<file path="src/rtl/ikaopll_pkg.sv">
// Shared types and default bus timing for the OPLL write sequencer.
package ikaopll_pkg;

    localparam int unsigned DEF_STROBE_LEN = 2;
    localparam int unsigned DEF_ADDR_WAIT  = 12;
    localparam int unsigned DEF_DATA_WAIT  = 84;

    typedef enum logic [2:0] {
        ST_IDLE,
        ST_ADDR_STB,
        ST_ADDR_WAIT,
        ST_DATA_STB,
        ST_DATA_WAIT
    } wrseq_state_e;

    // Wait counters stop at zero instead of wrapping.
    function automatic logic [7:0] sat_dec(input logic [7:0] c);
        return (c == 8'd0) ? 8'd0 : c - 8'd1;
    endfunction

endpackage

</file>
<file path="src/rtl/ikaopll_wrseq_fifo.sv">
// Synchronous FIFO holding queued {addr, data} register writes, with fill level.
module ikaopll_wrseq_fifo #(
    parameter int unsigned DEPTH = 8,
    parameter int unsigned WIDTH = 16,
    parameter int unsigned LW    = $clog2(DEPTH) + 1
) (
    input  logic             clk,
    input  logic             rst,
    input  logic             push,
    input  logic             pop,
    input  logic [WIDTH-1:0] wr_data,
    output logic [WIDTH-1:0] rd_data,
    output logic             full,
    output logic             empty,
    output logic [LW-1:0]    level
);

    localparam int unsigned AW = $clog2(DEPTH);

    logic [WIDTH-1:0] mem_q [DEPTH];
    logic [AW-1:0]    wr_ptr_q, wr_ptr_d;
    logic [AW-1:0]    rd_ptr_q, rd_ptr_d;
    logic [LW-1:0]    level_q, level_d;
    logic             push_ok, pop_ok;

    assign full    = (level_q == LW'(DEPTH));
    assign empty   = (level_q == '0);
    assign level   = level_q;
    assign rd_data = mem_q[rd_ptr_q];
    assign push_ok = push && !full;
    assign pop_ok  = pop && !empty;

    always_comb begin
        wr_ptr_d = wr_ptr_q;
        rd_ptr_d = rd_ptr_q;
        level_d  = level_q;
        if (push_ok) wr_ptr_d = wr_ptr_q + AW'(1);
        if (pop_ok)  rd_ptr_d = rd_ptr_q + AW'(1);
        if (push_ok && !pop_ok)      level_d = level_q + LW'(1);
        else if (pop_ok && !push_ok) level_d = level_q - LW'(1);
    end

    always_ff @(posedge clk) begin
        if (rst) begin
            wr_ptr_q <= '0;
            rd_ptr_q <= '0;
            level_q  <= '0;
        end else begin
            wr_ptr_q <= wr_ptr_d;
            rd_ptr_q <= rd_ptr_d;
            level_q  <= level_d;
        end
    end

    always_ff @(posedge clk) begin
        if (push_ok) mem_q[wr_ptr_q] <= wr_data;
    end

endmodule

</file>
<file path="src/rtl/ikaopll_write_sequencer.sv">
// Queues OPLL register writes and replays them as paced address/data bus strobes on phiM enables.
// Optional IKAOPLL_WRSEQ_ADDR_SKIP_EN: skip the address phase when the address repeats.
module ikaopll_write_sequencer
    import ikaopll_pkg::*;
#(
    parameter int unsigned FIFO_DEPTH = 8,
    parameter int unsigned STROBE_LEN = DEF_STROBE_LEN,
    parameter int unsigned ADDR_WAIT  = DEF_ADDR_WAIT,
    parameter int unsigned DATA_WAIT  = DEF_DATA_WAIT
) (
    input  logic                         i_EMUCLK,
    input  logic                         i_RST,
    input  logic                         i_phiM_PCEN_n,
    input  logic                         i_REQ_VALID,
    output logic                         o_REQ_READY,
    input  logic [7:0]                   i_REQ_ADDR,
    input  logic [7:0]                   i_REQ_DATA,
    output logic                         o_CS_n,
    output logic                         o_WR_n,
    output logic                         o_A0,
    output logic [7:0]                   o_D,
    output logic                         o_BUSY,
    output logic [$clog2(FIFO_DEPTH):0]  o_LEVEL
);

    localparam int unsigned LW = $clog2(FIFO_DEPTH) + 1;

    wrseq_state_e state_q, state_d;
    logic [7:0]   cnt_q, cnt_d;
    logic         cs_q, cs_d, wr_q, wr_d, a0_q, a0_d;
    logic [7:0]   d_q, d_d, data_q, data_d;
    logic         rdy_en_q, rdy_en_d;

    logic         fifo_push, fifo_pop, fifo_full, fifo_empty;
    logic [15:0]  fifo_rd_data;
    logic [LW-1:0] fifo_level;
    logic         ready;
    logic         addr_hit;

    ikaopll_wrseq_fifo #(
        .DEPTH (FIFO_DEPTH),
        .WIDTH (16),
        .LW    (LW)
    ) u_fifo (
        .clk     (i_EMUCLK),
        .rst     (i_RST),
        .push    (fifo_push),
        .pop     (fifo_pop),
        .wr_data ({i_REQ_ADDR, i_REQ_DATA}),
        .rd_data (fifo_rd_data),
        .full    (fifo_full),
        .empty   (fifo_empty),
        .level   (fifo_level)
    );

    // READY stays low through reset and rises on the first edge after release.
    assign ready       = rdy_en_q && !fifo_full;
    assign fifo_push   = i_REQ_VALID && ready;
    assign o_REQ_READY = ready;
    assign o_CS_n      = cs_q;
    assign o_WR_n      = wr_q;
    assign o_A0        = a0_q;
    assign o_D         = d_q;
    assign o_LEVEL     = fifo_level;
    assign o_BUSY      = !fifo_empty || (state_q != ST_IDLE);
    assign rdy_en_d    = 1'b1;

`ifdef IKAOPLL_WRSEQ_ADDR_SKIP_EN
    logic [7:0] last_addr_q, last_addr_d;
    logic       last_vld_q, last_vld_d;

    assign addr_hit = last_vld_q && (last_addr_q == fifo_rd_data[15:8]);

    always_comb begin
        last_addr_d = last_addr_q;
        last_vld_d  = last_vld_q;
        if (fifo_pop) begin
            last_addr_d = fifo_rd_data[15:8];
            last_vld_d  = 1'b1;
        end
    end

    always_ff @(posedge i_EMUCLK) begin
        if (i_RST) begin
            last_addr_q <= '0;
            last_vld_q  <= 1'b0;
        end else begin
            last_addr_q <= last_addr_d;
            last_vld_q  <= last_vld_d;
        end
    end
`else
    assign addr_hit = 1'b0;
`endif

    always_comb begin
        state_d  = state_q;
        cnt_d    = cnt_q;
        cs_d     = cs_q;
        wr_d     = wr_q;
        a0_d     = a0_q;
        d_d      = d_q;
        data_d   = data_q;
        fifo_pop = 1'b0;
        if (!i_phiM_PCEN_n) begin
            case (state_q)
                ST_IDLE: begin
                    if (!fifo_empty) begin
                        fifo_pop = 1'b1;
                        data_d   = fifo_rd_data[7:0];
                        cs_d     = 1'b0;
                        wr_d     = 1'b0;
                        cnt_d    = 8'(STROBE_LEN);
                        if (addr_hit) begin
                            state_d = ST_DATA_STB;
                            a0_d    = 1'b1;
                            d_d     = fifo_rd_data[7:0];
                        end else begin
                            state_d = ST_ADDR_STB;
                            a0_d    = 1'b0;
                            d_d     = fifo_rd_data[15:8];
                        end
                    end
                end
                ST_ADDR_STB: begin
                    if (cnt_q <= 8'd1) begin
                        state_d = ST_ADDR_WAIT;
                        cs_d    = 1'b1;
                        wr_d    = 1'b1;
                        cnt_d   = 8'(ADDR_WAIT);
                    end else begin
                        cnt_d = sat_dec(cnt_q);
                    end
                end
                ST_ADDR_WAIT: begin
                    if (cnt_q <= 8'd1) begin
                        state_d = ST_DATA_STB;
                        cs_d    = 1'b0;
                        wr_d    = 1'b0;
                        a0_d    = 1'b1;
                        d_d     = data_q;
                        cnt_d   = 8'(STROBE_LEN);
                    end else begin
                        cnt_d = sat_dec(cnt_q);
                    end
                end
                ST_DATA_STB: begin
                    if (cnt_q <= 8'd1) begin
                        state_d = ST_DATA_WAIT;
                        cs_d    = 1'b1;
                        wr_d    = 1'b1;
                        cnt_d   = 8'(DATA_WAIT);
                    end else begin
                        cnt_d = sat_dec(cnt_q);
                    end
                end
                ST_DATA_WAIT: begin
                    if (cnt_q <= 8'd1) state_d = ST_IDLE;
                    else               cnt_d   = sat_dec(cnt_q);
                end
                default: state_d = ST_IDLE;
            endcase
        end
    end

    always_ff @(posedge i_EMUCLK) begin
        if (i_RST) begin
            state_q  <= ST_IDLE;
            cnt_q    <= '0;
            cs_q     <= 1'b1;
            wr_q     <= 1'b1;
            a0_q     <= 1'b0;
            d_q      <= '0;
            data_q   <= '0;
            rdy_en_q <= 1'b0;
        end else begin
            state_q  <= state_d;
            cnt_q    <= cnt_d;
            cs_q     <= cs_d;
            wr_q     <= wr_d;
            a0_q     <= a0_d;
            d_q      <= d_d;
            data_q   <= data_d;
            rdy_en_q <= rdy_en_d;
        end
    end

endmodule

</file>
<file path="config.mk">
export PLATFORM = sky130hd
export DESIGN_NAME = ikaopll_write_sequencer
export DESIGN_NICKNAME = d
export VERILOG_FILES = /design/src/rtl/ikaopll_pkg.sv /design/src/rtl/ikaopll_wrseq_fifo.sv /design/src/rtl/ikaopll_write_sequencer.sv
export SDC_FILE = /design/constraint.sdc
export NUM_CORES = 1
export LEC_CHECK = 0
export BUFFER_PORTS_ARGS = -buffer_cell sky130_fd_sc_hd__buf_2
export CELL_PAD_IN_SITES_DETAIL_PLACEMENT = 1
export CELL_PAD_IN_SITES_GLOBAL_PLACEMENT = 2
export CORE_MARGIN = 5
export CORE_UTILIZATION = 45
export DETAILED_ROUTE_END_ITERATION = 7
export PLACE_DENSITY_LB_ADDON = 0.1
export RECOVER_POWER = 50
export SYNTH_ARGS = -nofsm -noshare
export SYNTH_HDL_FRONTEND = slang
export SYNTH_SLANG_ARGS = --single-unit
</file>
<file path="constraint.sdc">
create_clock -name i_EMUCLK -period 3.7 [get_ports i_EMUCLK]
set_clock_uncertainty 0.05 [all_clocks]
set_input_delay 0.74 -clock i_EMUCLK [delete_from_list [all_inputs] [get_ports i_EMUCLK]]
set_output_delay 0.74 -clock i_EMUCLK [all_outputs]
set_load 0.01 [all_outputs]
</file>
==> results of run 1 <==
logic make-up (layout without fill, tap and decap cells):
family,count (synthesis),after routing,synth area share (%)
muxes,53,53,13.27
AOI/OAI and AO/OA,66,66,7.016
DFF,171,171,66.95
buffers and inverters,31,96,2.030
adders and majority gates,10,10,1.852
and+or+nand+nor,103,103,7.764
xor gates and xnor gates,9,9,1.122
through the flow:
step / util, % / hold slack, ns / instances / worst slack [ns] / cell area, sq um
after floorplan: - / 0.4041 / 443 / 0.6108 / 7027
after global placement: 49.28 / 0.4271 / 687 / 0.5590 / 7520
after detailed placement: 49.28 / 0.4318 / 687 / 0.5077 / 7520
after CTS: 52.82 / 0.4470 / 719 / 0.7704 / 8060
after global routing: 52.46 / 0.4593 / 719 / 0.5573 / 8004
final: 52.46 / 0.4402 / 719 / 0.7674 / 8004
power breakdown:
part / switching (mW) / internal, mW / total (mW)
registers: 0.229 / 2.24 / 2.47
logic: 0.946 / 0.774 / 1.72
clock network: 0.759 / 0.869 / 1.63
synth_stat cells, drive strengths merged, types with 8 or more instances:
library cell	number
mux2i	20
nor2	39
dfxtp	43
a211oi	12
a21oi	21
nor3	12
buf	14
nand2	14
clkbuf	9
edfxtp	128
ha	8
mux4	32
inv	8
final timing paths:
check | end | cells after the start
hold reg to reg | o_D[3] | 1
setup reg to reg | u_fifo.level[3] | 11
hold / removal | o_D[3] | 1
setup / recovery | u_fifo.level[3] | 11
per-layer routing:
metal / share of wire (%) / routed length [microns]
met5: 0 / 0
met4: 1.4 / 211
met3: 3.3 / 516
met2: 53 / 8176
met1: 42 / 6505
final cells by class:
class | instances | area (sq um) | area share [%]
flip-flops and latches | 171 | 4706 | 58.79
multi-input cells | 241 | 2185 | 27.29
clock buffers | 17 | 425.4 | 5.315
repair buffers | 56 | 279.0 | 3.486
well taps | 211 | 264.0 | 3.298
clock inverters | 15 | 115.1 | 1.438
inverters | 8 | 30.03 | 0.3752
sequential cells by signal (all words and copies together), names as in the netlist, named ones only:
signal / count
u_fifo.mem_q: 128
cnt_q: 8
data_q: 8
o_D: 8
u_fifo.level: 4
state_q: 3
u_fifo.rd_ptr_q: 3
u_fifo.wr_ptr_q: 3
o_A0: 1
o_WR_n: 1
rdy_en_q: 1
worst register-to-register path, stage by stage, from the launching register on:
cell	delay [ns]
dfxtp_1	0.56
or2_0	0.43
nor3_1	0.12
inv_1	0.23
ha_1	0.22
inv_1	0.09
ha_1	0.28
a21o_1	0.18
a21oi_1	0.17
xnor2_1	0.09
or3_1	0.30
a21oi_1	0.14
==> flow_summary.toml, run 1 <==
[layout]
diodes = 0
fin_nets = 524
layout_common_cells = "edfxtp_1 (128), dfxtp_1 (42), nor2_1 (38), clkbuf_1 (35), mux4_2 (32)"
fillers = 1453
drive_gt1_share_pct = 20.87
area_delta_synth_final_pct = 13.91
layout_commonest_cell = "edfxtp_1"

[placement]
port_buffers = 36
hpwl_microns = 10250
place.gp.congestion = 0.8015

[die]
die-area_sq_um = 18210
die_h_microns = 135.0
io_pins = 37
coreArea_sq_um = 15260
die_w_microns = 135.0
row_count = 45
start_util_pct = 46.05

[power_and_ir_drop]
power_density_nw_per_um2 = 726.5
ir_worst_vdd_v = 0.0003519
finalPower_mw = 5.815
leakage_nw = 2.586

[clock_network]
cts.clk_slew.worst_paths_ns = 0.07
root_buffer = "clkbuf_16"
postCtsSetupRepairBufs = 0
postCtsHoldBufs = 0
ctsResizeCount = 0
worstSkewPairLatency_ns = 0.43
clockBufferDepth = 2
cts_made_buffers = 17
cts.sinks = 171
cts_max_level = 4
cts_tree = "built"

[synthesis]
synthesis.area_sq_um = 7027
ys_ff_latch = 171
synth_top_cell_area_share_pct = 54.70
syn_area_per_cell_sq_um = 15.86
ys_types = 62
syn-num-nets = 472
synth_edf_count = 128
ys_seq_area_share_pct = 66.95
netlist_instances = 443
ys.flop_type = "edfxtp_1"
ys_async_sr_fraction_pct = 0
synth_top_area_cell = "edfxtp_1"
yosysWarnings = 0
synth.area.top_cells = "edfxtp_1 (55%), dfxtp_1 (12%), mux4_2 (10%), mux2i_1 (2.8%), nor2_1 (2.0%)"

[setup_path]
timing.rr.start = "state_q[0]"
crit_path_end_kind = "register"
crit_buf_inv = 2
critPathRequiredTime_ns = 4.00
crit_family = "simple AND/OR/NAND/NOR gates"
critPathKind = "register to register"
critPathArrivalTime_ns = 3.23
cp_max_fo = 13
crit_chain = "or2_0 -> nor3_1 -> inv_1 -> ha_1 -> inv_1 -> ha_1 -> a21o_1 -> a21oi_1 -> xnor2_1 -> or3_1 -> a21oi_1"
critPathSlowestCell = "dfxtp_1"
rrSetupSlack_ns = 0.77
crit_path_start_kind = "register"
startpoint = "state_q[0]"
max_stage_delay_ns = 0.56

[drt]
wire_per_inst_microns = 21.43
vias = 3950
first_pass_iters = 4
avgViaCountPerCell = 5.494
drt_iter0_markers = 242
drc = 0
wl_microns = 15410
ant_nets = 0

[timing]
worst_pin_slew_ns = 1.137
relSlewSlack_pct = 24.23
rsz0062_at_grt = "no"
finalCritPeriodShare_pct = 79.26
setup_viol = 0
finalSetupTns_ns = 0
fmax_mhz = 341.0
finalCriticalPeriod_ns = 2.933
hold_viol = 0
drv_slew = 0

[global_routing]
grt_pass1_wl_microns = 24220
antenna_found_initial = 0
first_global_vias = 4136
overflow = 0
grt_start_max_net_pins = 23
gr-usage-met3_pct = 3.577
met2_usage_pct = 31.24
grt_usage_pct = 17.99
grt-busiest-layer = "met2"
use_met1_pct = 22.59

[hold_path]
hp-start = "data_q[3]"
worstHoldPathType = "register to register"

[job]
drv_cap = 0

[run_status]
outcome = "complete, no violations"
Note: power is estimated with default switching activity, not from simulation.
==> run 2: changes to the inputs <==
Settings changed: CORE_UTILIZATION 45 to 41.
Clock period 3.7 ns to 2.65 ns, I/O delays scaled along.
==> run 2 against run 1 <==
Clock-buffer cell count is the same. Critical path depth is the same. Sequential cell count is the same. Fmax grew 20%. Routed wire length grew 0.62%. Power grew 47%. Via count grew 1.2%.
==> flow_summary.toml, run 2 (synthesis results as in run 1) <==
[setup_path]
crit_path_start_kind = "register"
crit_path_end_kind = "register"
ff2ff_path_depth = 11
critPathRequiredTime_ns = 2.95
critPathArrivalTime_ns = 2.74
cp_max_fo = 7
max_stage_delay_ns = 0.37
critPathKind = "register to register"
crit_chain = "or2_2 -> nor3_2 -> inv_1 -> ha_1 -> inv_1 -> ha_1 -> a21o_1 -> a21oi_2 -> xnor2_1 -> or3_1 -> a21oi_1"
critPathSlowestCell = "or2_2"

[timing]
fmax_mhz = 410.8
rsz0062_at_grt = "no"
finalCritPeriodShare_pct = 91.85
worst_slack_ns = 0.2159
finalCriticalPeriod_ns = 2.434
worst_pin_slew_ns = 1.023
relSlewSlack_pct = 31.82
finalSetupTns_ns = 0
drv_slew = 0
hold_viol = 0
setup_viol = 0

[clock_network]
cts_max_level = 4
postCtsSetupRepairBufs = 0
cts_tree = "built"
cts.sinks = 171
postCtsHoldBufs = 0
cts_made_buffers = 17
ctsResizeCount = 0
cts.clk_slew.worst_paths_ns = 0.06
clockBufferDepth = 2
root_buffer = "clkbuf_16"
worstSkewPairLatency_ns = 0.42

[die]
die_w_microns = 140.9
io_pins = 37
die_h_microns = 140.9
die-area_sq_um = 19860
coreArea_sq_um = 16700
start_util_pct = 42.07
row_count = 47

[layout]
drive_gt1_share_pct = 24.32
area_delta_synth_final_pct = 16.45
diodes = 0
fin_nets = 534
largest_reg_flops = 128
layout_common_cells = "edfxtp_1 (128), dfxtp_1 (41), nor2_1 (38), mux4_2 (32), clkbuf_1 (32)"
final_cells = 738
fillers = 1654
regMostFlops = "u_fifo.mem_q"
post-route-util_pct = 49.00
layout_commonest_cell = "edfxtp_1"

[power_and_ir_drop]
power_density_nw_per_um2 = 1041
leakage_nw = 2.686
finalPower_mw = 8.519
ir_worst_vdd_v = 0.0004996

[global_routing]
overflow = 0
grt_pass1_wl_microns = 24900
antenna_found_initial = 0
first_global_vias = 4339
grt_start_max_net_pins = 33
grt_usage_pct = 16.63

[hold_path]
worstHoldPathType = "input port to register"
hold-path-cell-count = 1

[drt]
drc = 0
first_pass_iters = 4
drt_iter0_markers = 177
avgViaCountPerCell = 5.415
vias = 3996
wl_microns = 15510
ant_nets = 0
wire_per_inst_microns = 21.01

[placement]
place.gp.congestion = 0.7896
hpwl_microns = 9881
placed_cells_incl_taps = 706
pre_cts_slack_ns = -0.009617
port_buffers = 36

[run_status]
outcome = "complete, no violations"

[job]
drv_cap = 0
[run 2: cell types whose count changed in the layout (fill, tap and decap cells not counted), moves of 3 or more]
cell       previous run  this run
buf_2                 4         8
buf_4                17        24
bufinv_16             0         3
clkbuf_1             35        32
clkinv_1              4         1
clkinv_2              0         4
inv_8                 3         0
[run 2: worst paths after layout]
| check | start | end | slack (ns) |
|---|---|---|---|
| worst min-delay path | i_REQ_DATA[4] | u_fifo.mem_q[3][4] | 0.41 |
| worst min register to register | data_q[7] | o_D[7] | 0.43 |
| worst max register to register | state_q[0] | u_fifo.level[3] | 0.22 |
| worst max-delay path | state_q[0] | u_fifo.level[3] | 0.22 |
[run 2: stage by stage]
step,cell area [sq um],hold WS (ns)
final,8183,0.4051
after global routing,8183,0.4033
after CTS,8233,0.3053
after detailed placement,7636,0.4251
after global placement,7636,0.4188
after floorplan,7043,0.4041
[run 2: layer usage]
metal	global-route usage, %	wire (microns)	vias to the layer above	share of wire [%]
li1	-	-	1865	-
met1	21.07	6768	2054	44
met2	28.60	7981	59	51
met3	3.454	522	18	3.4
met4	5.507	232	0	1.5
met5	0	0	-	0
[run 2: report_power, final]
| group | internal [mW] | switching, mW | total, mW | leakage, nW |
|---|---|---|---|---|
| clock | 1.48 | 1.03 | 2.52 | 0.288 |
| combinational | 1.21 | 1.47 | 2.68 | 0.890 |
| sequential | 3.13 | 0.202 | 3.33 | 1.51 |
[run 2: area by class of cell]
| cell class | count | area, sq um | area share, % |
|---|---|---|---|
| repair buffers | 66 | 380.4 | 4.648 |
| clock inverters | 15 | 171.4 | 2.095 |
| multi-input cells | 241 | 2193 | 26.80 |
| clock buffers | 17 | 425.4 | 5.199 |
| flip-flops and latches | 171 | 4707 | 57.52 |
| well taps | 220 | 275.3 | 3.364 |
| inverters | 8 | 30.03 | 0.3670 |
[run 2: worst max-delay path: cells and delay by family, from the launching register on]
kind / cells / cell delay, ns
AND/OR/NAND/NOR: 3 / 0.87
AO/OA/AOI/OAI: 3 / 0.47
adder cells (fa/ha/maj): 2 / 0.44
flip-flops: 1 / 0.30
buffers and inverters: 2 / 0.16
XOR/XNOR: 1 / 0.08
